`src/rtl/draw_pkg.sv`:
```
// rtl/draw_pkg.sv - shared widths, defaults and types for the image overlay stage
//
// Purpose: constants and types shared by draw_image_rect and its helpers.
// Ports: none (package).

package draw_pkg;

  localparam int IMG_W_DEF = 48;   // default image width in pixels
  localparam int IMG_H_DEF = 64;   // default image height in pixels
  localparam int ADDR_W    = 12;   // ROM address width {y[5:0], x[5:0]}
  localparam int IMG_AW    = 6;    // per-axis address bits inside the ROM
  localparam int COORD_W   = 11;   // screen coordinate width
  localparam int REL_W     = COORD_W + 1;  // one extra bit exposes negative offsets
  localparam int RGB_W     = 12;   // {r,g,b}, 4 bits each

  // Everything that must stay aligned with the pixel as it moves down the pipe.
  typedef struct packed {
    logic [COORD_W-1:0] hcount;
    logic               hsync;
    logic               hblnk;
    logic [COORD_W-1:0] vcount;
    logic               vsync;
    logic               vblnk;
    logic [RGB_W-1:0]   rgb;
  } vga_bus_t;

  localparam int VGA_BUS_W = $bits(vga_bus_t);

  // True when a signed offset lies in [0, span). The sign bit rejects pixels
  // left of / above the image, so a large position can never wrap into a hit.
  function automatic logic in_span(input logic [REL_W-1:0] rel, input int span);
    logic [REL_W-1:0] lim;
    lim = span[REL_W-1:0];
    return !rel[REL_W-1] && (rel < lim);
  endfunction

endpackage

```
`src/rtl/signal_delay.sv`:
```
// rtl/signal_delay.sv - parameterised width/depth shift register with async reset
//
// Purpose: delays a bus by DEPTH clock cycles; every stage clears on reset.
// Ports:
//   clk  - clock, rising edge
//   rst  - asynchronous active-high reset, clears all stages to 0
//   d_i  - WIDTH-bit input
//   d_o  - WIDTH-bit output, d_i delayed by DEPTH cycles

module signal_delay #(
  parameter int WIDTH = 1,
  parameter int DEPTH = 1
) (
  input  logic             clk,
  input  logic             rst,
  input  logic [WIDTH-1:0] d_i,
  output logic [WIDTH-1:0] d_o
);

  logic [WIDTH-1:0] pipe_q [DEPTH];

  always_ff @(posedge clk or posedge rst) begin
    if (rst) begin
      for (int i = 0; i < DEPTH; i++) begin
        pipe_q[i] <= '0;
      end
    end else begin
      pipe_q[0] <= d_i;
      for (int i = 1; i < DEPTH; i++) begin
        pipe_q[i] <= pipe_q[i-1];
      end
    end
  end

  assign d_o = pipe_q[DEPTH-1];

endmodule

```
`src/rtl/draw_image_rect.sv`:
```
// rtl/draw_image_rect.sv - overlays an image fetched from a synchronous ROM onto the VGA stream
//
// Purpose: computes the ROM address of the image pixel under the beam, hides
// the ROM's one-cycle read latency, and composites the fetched pixel over the
// background with all timing signals re-aligned (3-cycle latency, no stalls).
// Optional feature macro: DRAW_IMAGE_POS_LATCH_EN - when defined, xpos/ypos
// are captured once per frame (at hcount_in == 0 && vcount_in == 0) so the
// image cannot tear mid-frame; otherwise they are used every cycle.
// Ports:
//   clk, rst                 - pixel clock; asynchronous active-high reset
//   hcount_in .. vblnk_in    - incoming VGA timing
//   rgb_in                   - background pixel {r,g,b}
//   xpos, ypos               - image top-left corner in screen coordinates
//   pixel_addr               - ROM address {y[5:0], x[5:0]}, 0 outside the image
//   rom_rgb                  - ROM data, one cycle after pixel_addr
//   hcount_out .. vblnk_out  - timing delayed by 3 cycles
//   rgb_out                  - composited pixel

module draw_image_rect
  import draw_pkg::*;
#(
  parameter int IMG_W = IMG_W_DEF,
  parameter int IMG_H = IMG_H_DEF
) (
  input  logic               clk,
  input  logic               rst,
  input  logic [COORD_W-1:0] hcount_in,
  input  logic               hsync_in,
  input  logic               hblnk_in,
  input  logic [COORD_W-1:0] vcount_in,
  input  logic               vsync_in,
  input  logic               vblnk_in,
  input  logic [RGB_W-1:0]   rgb_in,
  input  logic [COORD_W-1:0] xpos,
  input  logic [COORD_W-1:0] ypos,
  output logic [ADDR_W-1:0]  pixel_addr,
  input  logic [RGB_W-1:0]   rom_rgb,
  output logic [COORD_W-1:0] hcount_out,
  output logic               hsync_out,
  output logic               hblnk_out,
  output logic [COORD_W-1:0] vcount_out,
  output logic               vsync_out,
  output logic               vblnk_out,
  output logic [RGB_W-1:0]   rgb_out
);

  // ---------------------------------------------------------------------------
  // Effective image position
  // ---------------------------------------------------------------------------
  logic [COORD_W-1:0] xpos_eff;
  logic [COORD_W-1:0] ypos_eff;

`ifdef DRAW_IMAGE_POS_LATCH_EN
  logic [COORD_W-1:0] xpos_q, xpos_d;
  logic [COORD_W-1:0] ypos_q, ypos_d;

  // Shadow copy taken on the first pixel of the frame; the capture cycle
  // itself still uses the previous frame's position.
  always_comb begin
    xpos_d = xpos_q;
    ypos_d = ypos_q;
    if ((hcount_in == '0) && (vcount_in == '0)) begin
      xpos_d = xpos;
      ypos_d = ypos;
    end
  end

  always_ff @(posedge clk or posedge rst) begin
    if (rst) begin
      xpos_q <= '0;
      ypos_q <= '0;
    end else begin
      xpos_q <= xpos_d;
      ypos_q <= ypos_d;
    end
  end

  assign xpos_eff = xpos_q;
  assign ypos_eff = ypos_q;
`else
  assign xpos_eff = xpos;
  assign ypos_eff = ypos;
`endif

  // ---------------------------------------------------------------------------
  // Stage 1: hit test and ROM address
  // ---------------------------------------------------------------------------
  logic [REL_W-1:0]  rel_x;
  logic [REL_W-1:0]  rel_y;
  logic              in_rect_d;
  logic              in_rect_q;
  logic [ADDR_W-1:0] pixel_addr_d;
  logic [ADDR_W-1:0] pixel_addr_q;

  always_comb begin
    rel_x        = {1'b0, hcount_in} - {1'b0, xpos_eff};
    rel_y        = {1'b0, vcount_in} - {1'b0, ypos_eff};
    in_rect_d    = in_span(rel_x, IMG_W) && in_span(rel_y, IMG_H) &&
                   !hblnk_in && !vblnk_in;
    pixel_addr_d = '0;
    if (in_rect_d) begin
      pixel_addr_d = {rel_y[IMG_AW-1:0], rel_x[IMG_AW-1:0]};
    end
  end

  always_ff @(posedge clk or posedge rst) begin
    if (rst) begin
      in_rect_q    <= 1'b0;
      pixel_addr_q <= '0;
    end else begin
      in_rect_q    <= in_rect_d;
      pixel_addr_q <= pixel_addr_d;
    end
  end

  assign pixel_addr = pixel_addr_q;

  // ---------------------------------------------------------------------------
  // Stage 2: ROM read in flight; align hit flag and the VGA bundle with it
  // ---------------------------------------------------------------------------
  vga_bus_t bus_in;
  vga_bus_t bus_d2;
  logic     in_rect_d2;

  assign bus_in = '{hcount: hcount_in, hsync: hsync_in, hblnk: hblnk_in,
                    vcount: vcount_in, vsync: vsync_in, vblnk: vblnk_in,
                    rgb: rgb_in};

  signal_delay #(
    .WIDTH (VGA_BUS_W),
    .DEPTH (2)
  ) u_bus_delay (
    .clk (clk),
    .rst (rst),
    .d_i (bus_in),
    .d_o (bus_d2)
  );

  signal_delay #(
    .WIDTH (1),
    .DEPTH (1)
  ) u_rect_delay (
    .clk (clk),
    .rst (rst),
    .d_i (in_rect_q),
    .d_o (in_rect_d2)
  );

  // ---------------------------------------------------------------------------
  // Stage 3: composite and register outputs
  // ---------------------------------------------------------------------------
  vga_bus_t out_d;
  vga_bus_t out_q;

  always_comb begin
    out_d = bus_d2;
    if (in_rect_d2) begin
      out_d.rgb = rom_rgb;
    end
  end

  always_ff @(posedge clk or posedge rst) begin
    if (rst) begin
      out_q <= '0;
    end else begin
      out_q <= out_d;
    end
  end

  assign hcount_out = out_q.hcount;
  assign hsync_out  = out_q.hsync;
  assign hblnk_out  = out_q.hblnk;
  assign vcount_out = out_q.vcount;
  assign vsync_out  = out_q.vsync;
  assign vblnk_out  = out_q.vblnk;
  assign rgb_out    = out_q.rgb;

endmodule
```
`config.mk`:
```
export PLATFORM = sky130hd
export DESIGN_NAME = draw_image_rect
export DESIGN_NICKNAME = d
export VERILOG_FILES = /design/src/rtl/draw_pkg.sv /design/src/rtl/signal_delay.sv /design/src/rtl/draw_image_rect.sv
export SDC_FILE = /design/constraint.sdc
export NUM_CORES = 1
export LEC_CHECK = 0
export BUFFER_PORTS_ARGS = -buffer_cell sky130_fd_sc_hd__buf_2
export CORE_MARGIN = 2
export CORE_UTILIZATION = 55
export DETAILED_ROUTE_END_ITERATION = 8
export GPL_ROUTABILITY_DRIVEN = 0
export PLACE_DENSITY = 0.85
export SYNTH_ARGS = -nofsm -noshare
export SYNTH_HDL_FRONTEND = slang
export SYNTH_SLANG_ARGS = --single-unit
```
`constraint.sdc`:
```
create_clock -name clk -period 11.5 [get_ports clk]
set_clock_uncertainty 0.1 [all_clocks]
set_input_delay 2.3 -clock clk [delete_from_list [all_inputs] [get_ports clk]]
set_output_delay 2.3 -clock clk [all_outputs]
set_load 0.05 [all_outputs]
```
==> summary.md <==
| Metric | Value |
|---|---|
| Type of the setup path with the least slack | `input pin to flop` |
| Die area | `0.00929 sq mm` |
| Global route overflow | `0` |
| Number of enable-type register cells in the synthesized netlist | `0` |
| Antenna violations before repair | `0` |
| Cells after synthesis | `327` |
| Slew Limit Fails | `0` |
| Cell chosen for the clock root | `clkbuf_8` |
| Sequential share of the synthesized area | `0.682` |
| Die Span X | `96.4 um` |
| Drt total wl | `9.78 mm` |
| Type of destination of the critical path | `flop` |
| Post-CTS resize count | `0` |
| Register clock-pin slew on the reported worst setup and hold paths | `0.06 ns` |
| Layout overhead on the synthesized area | `29.2%` |
| P per Cell Area | `197 mW/mm^2` |
| Cell repeated most along the worst path | `inv_1` |
| Starting utilization of the core area | `0.569` |
| Worst hold path type | `flop to flop` |
| Core footprint | `0.00826 sq mm` |
| Max frequency | `0.211 GHz` |
| CTS HTree Levels | `4` |
| Most common flop cell mapped by yosys | `dfrtp_1` |
| Number of global-route vias before repair | `3,125` |
| Post-synthesis share of cell area spent on full adders, half adders and majority gates | `0.0671` |
| Count of input and output buffers | `123` |
| Final setup vio count | `0` |
| P_leak | `3.00 nW` |
| Violation count after the first detailed-routing iteration | `88` |
| Kind of start point of the critical path | `input pin` |
| Length of the first detailed-routing pass in iterations | `4` |
| Summed instance area of the synthesized netlist | `0.00470 sq mm` |
| Simple-gate share of the synthesized area | `0.0887` |
| Unrepaired setup endpoints after global routing | `no` |
| Count of pins on the block boundary | `124` |
| Post-detailed-route DRC marker count | `0` |
| Maximum ir drop on the vdd rail | `0.000141 V` |
| Total via count in the routed design | `3,039` |
| Via density per instance | `5.21` |
| TritonCTS clock tree | `built` |
| Flop-to-flop setup slack | `10.21 ns` |
| Critical Path, Cell by Cell | `buf_2, inv_1, ha_1, inv_1, fa_1, a21oi_2, nor2_1, o311ai_0, a21oi_1, a311oi_2, nand4_2, a2111oi_2` |
| Synthesized net count | `425` |
| Hold violation count in the final report | `0` |
| Count of antenna diodes in the layout | `0` |
| Crit-path max FO | `13` |
| Xor-xnor portion of the synthesized cell area | `0.0168` |
| Delay contributed by the slowest stage of the critical path | `0.45 ns` |
| Combinational family with the most area after synthesis | `simple AND/OR/NAND/NOR gates` |
| Post-Place Setup Slack | `6.26 ns` |
| Clock sinks | `128` |
| Async set or reset register ratio after synthesis | `1.00` |
| Detailed-placement wirelength estimate | `6.35 mm` |
| Max-capacitance violation count | `0` |
| Ratio of cells with drive above 1 in the final layout | `0.400` |
| Worst skew pair latency | `0.52 ns` |
| Flip-flop and latch count after synthesis | `128` |
| Clk buf depth | `2` |
| Cell Rows | `33` |
| Run status | `completed` |
| Worst rel slew slack | `0.331` |
| Data required time of the critical path | `11.81 ns` |
| Setup repair bufs after CTS | `0` |
| First-pass GRT wire length | `15.4 mm` |
| Placed Instances | `552` |
| Most frequent standard cell in the layout excluding fill and tap cells | `dfrtp_1` |
| Pin count of the biggest net entering global routing | `86` |
| Setup TNS after final layout | `0 ns` |
| Distinct cells, synth | `56` |
| Final nets | `564` |
| Wire length per cell after detailed routing | `16.8 um` |
| Data arrival time at the worst-slack endpoint | `5.05 ns` |
| Warning count from the yosys run | `0` |
| Slowest stage cell on the critical path | `a2111oi_2` |
| Number of hold buffers added after CTS | `0` |
| Tcrit/Tclk final | `0.412` |
| Area fraction in compound gates after synthesis | `0.0868` |
| Residual antenna-violating net count after detailed routing | `0` |
| Vert. Die Dim | `96.4 um` |
| Fin worst setup slack | `6.76 ns` |
| Commonest cells after routing, fill and taps aside | `dfrtp_1 (128), buf_2 (123), inv_1 (27)` |
| Worst-Margin Slew | `1.00 ns` |
| Multiplexer share of the synthesized area | `0.0309` |
| Syn_area_per_cell | `14.4 sq um` |
| Number of buffers created by CTS | `17` |
| GRT Resource Usage Total | `0.227` |
| Final instance count without filler cells | `583` |
| Clock period minus final worst setup slack | `4.74 ns` |
==> report_power, final <==
group	switching [W]	internal, W	total [W]
logic	0.0000867	0.0000441	0.000131
registers	0.00000586	0.000471	0.000477
clock network	0.000209	0.000377	0.000586
==> cell usage after synthesis (4+ instances only) <==
cell / n / area share
nand3_1: 6 / 0.0064
nand2_1: 10 / 0.0080
xnor2_1: 6 / 0.011
a21o_1: 4 / 0.0064
inv_1: 28 / 0.022
nor3_1: 6 / 0.0064
a21oi_1: 15 / 0.016
nand2b_1: 5 / 0.0067
dfrtp_1: 128 / 0.68
nor4_2: 7 / 0.019
mux2_2: 12 / 0.029
o21ai_0: 8 / 0.0085
ha_1: 22 / 0.059
nor2_1: 11 / 0.0088
==> per-stage QoR <==
step                 util  instance area, sq um  hold WS, ns  power (W)
global placement    0.657                  5430        0.232   0.000607
detailed placement  0.657                  5430        0.235   0.000613
global route        0.735                  6070        0.247    0.00124
floorplan               -                  4700        0.231   0.000575
finish              0.735                  6070        0.241    0.00119
CTS                 0.735                  6070        0.242    0.00120
==> cell families after synthesis <==
group / after synthesis
DFF: 128
muxes: 13
adders and majority gates: 24
and+or+nand+nor: 66
AOI/OAI and AO/OA: 55
buffers and inverters: 32
xor gates and xnor gates: 9
==> routing by layer <==
| layer | GRT usage | wire, um | vias to the layer above |
|---|---|---|---|
| li1 | - | - | 1417 |
| met1 | 0.276 | 3980 | 1463 |
| met2 | 0.384 | 4960 | 142 |
| met3 | 0.0683 | 698 | 17 |
| met4 | 0.0857 | 144 | 0 |
| met5 | 0 | 0 | - |
==> final timing paths <==
check	from	end	cells past startpoint
max	vcount_in[0]	pixel_addr[4]	12
min	u_bus_delay.pipe_q[39]	u_bus_delay.d_o[1]	0
max reg2reg	u_rect_delay.d_o	rgb_out[0]	1
min reg2reg	u_bus_delay.pipe_q[39]	u_bus_delay.d_o[1]	0
max in group asynchronous	rst	hcount_out[6]	3
min in group asynchronous	rst	u_bus_delay.pipe_q[64]	2
==> critical path, delay by kind of cell <==
family	cells	cell delay, ns
AOI/OAI and AO/OA	5	1.45
adders and majority gates	2	0.55
buffers and inverters	3	0.20
and+or+nand+nor	2	0.52
==> final cells by class <==
type / count / area [sq um]
Sequential cell: 128 / 3200
Timing Repair Buffer: 124 / 623
Clock buffer: 17 / 414
Tap cell: 105 / 131
Clock inverter: 14 / 225
Multi-Input combinational cell: 167 / 1360
Inverter: 28 / 108
Fill cell: 545 / 2190
==> registers in the layout, indices dropped and copies added, names as in the netlist <==
signal,count
hcount_out,11
u_rect_delay.d_o,1
pixel_addr,12
in_rect_q,1
hblnk_out,1
u_bus_delay.d_o,38
vsync_out,1
vcount_out,11
u_bus_delay.pipe_q,38
rgb_out,12
vblnk_out,1
hsync_out,1
(Power assumes the default switching activity.)
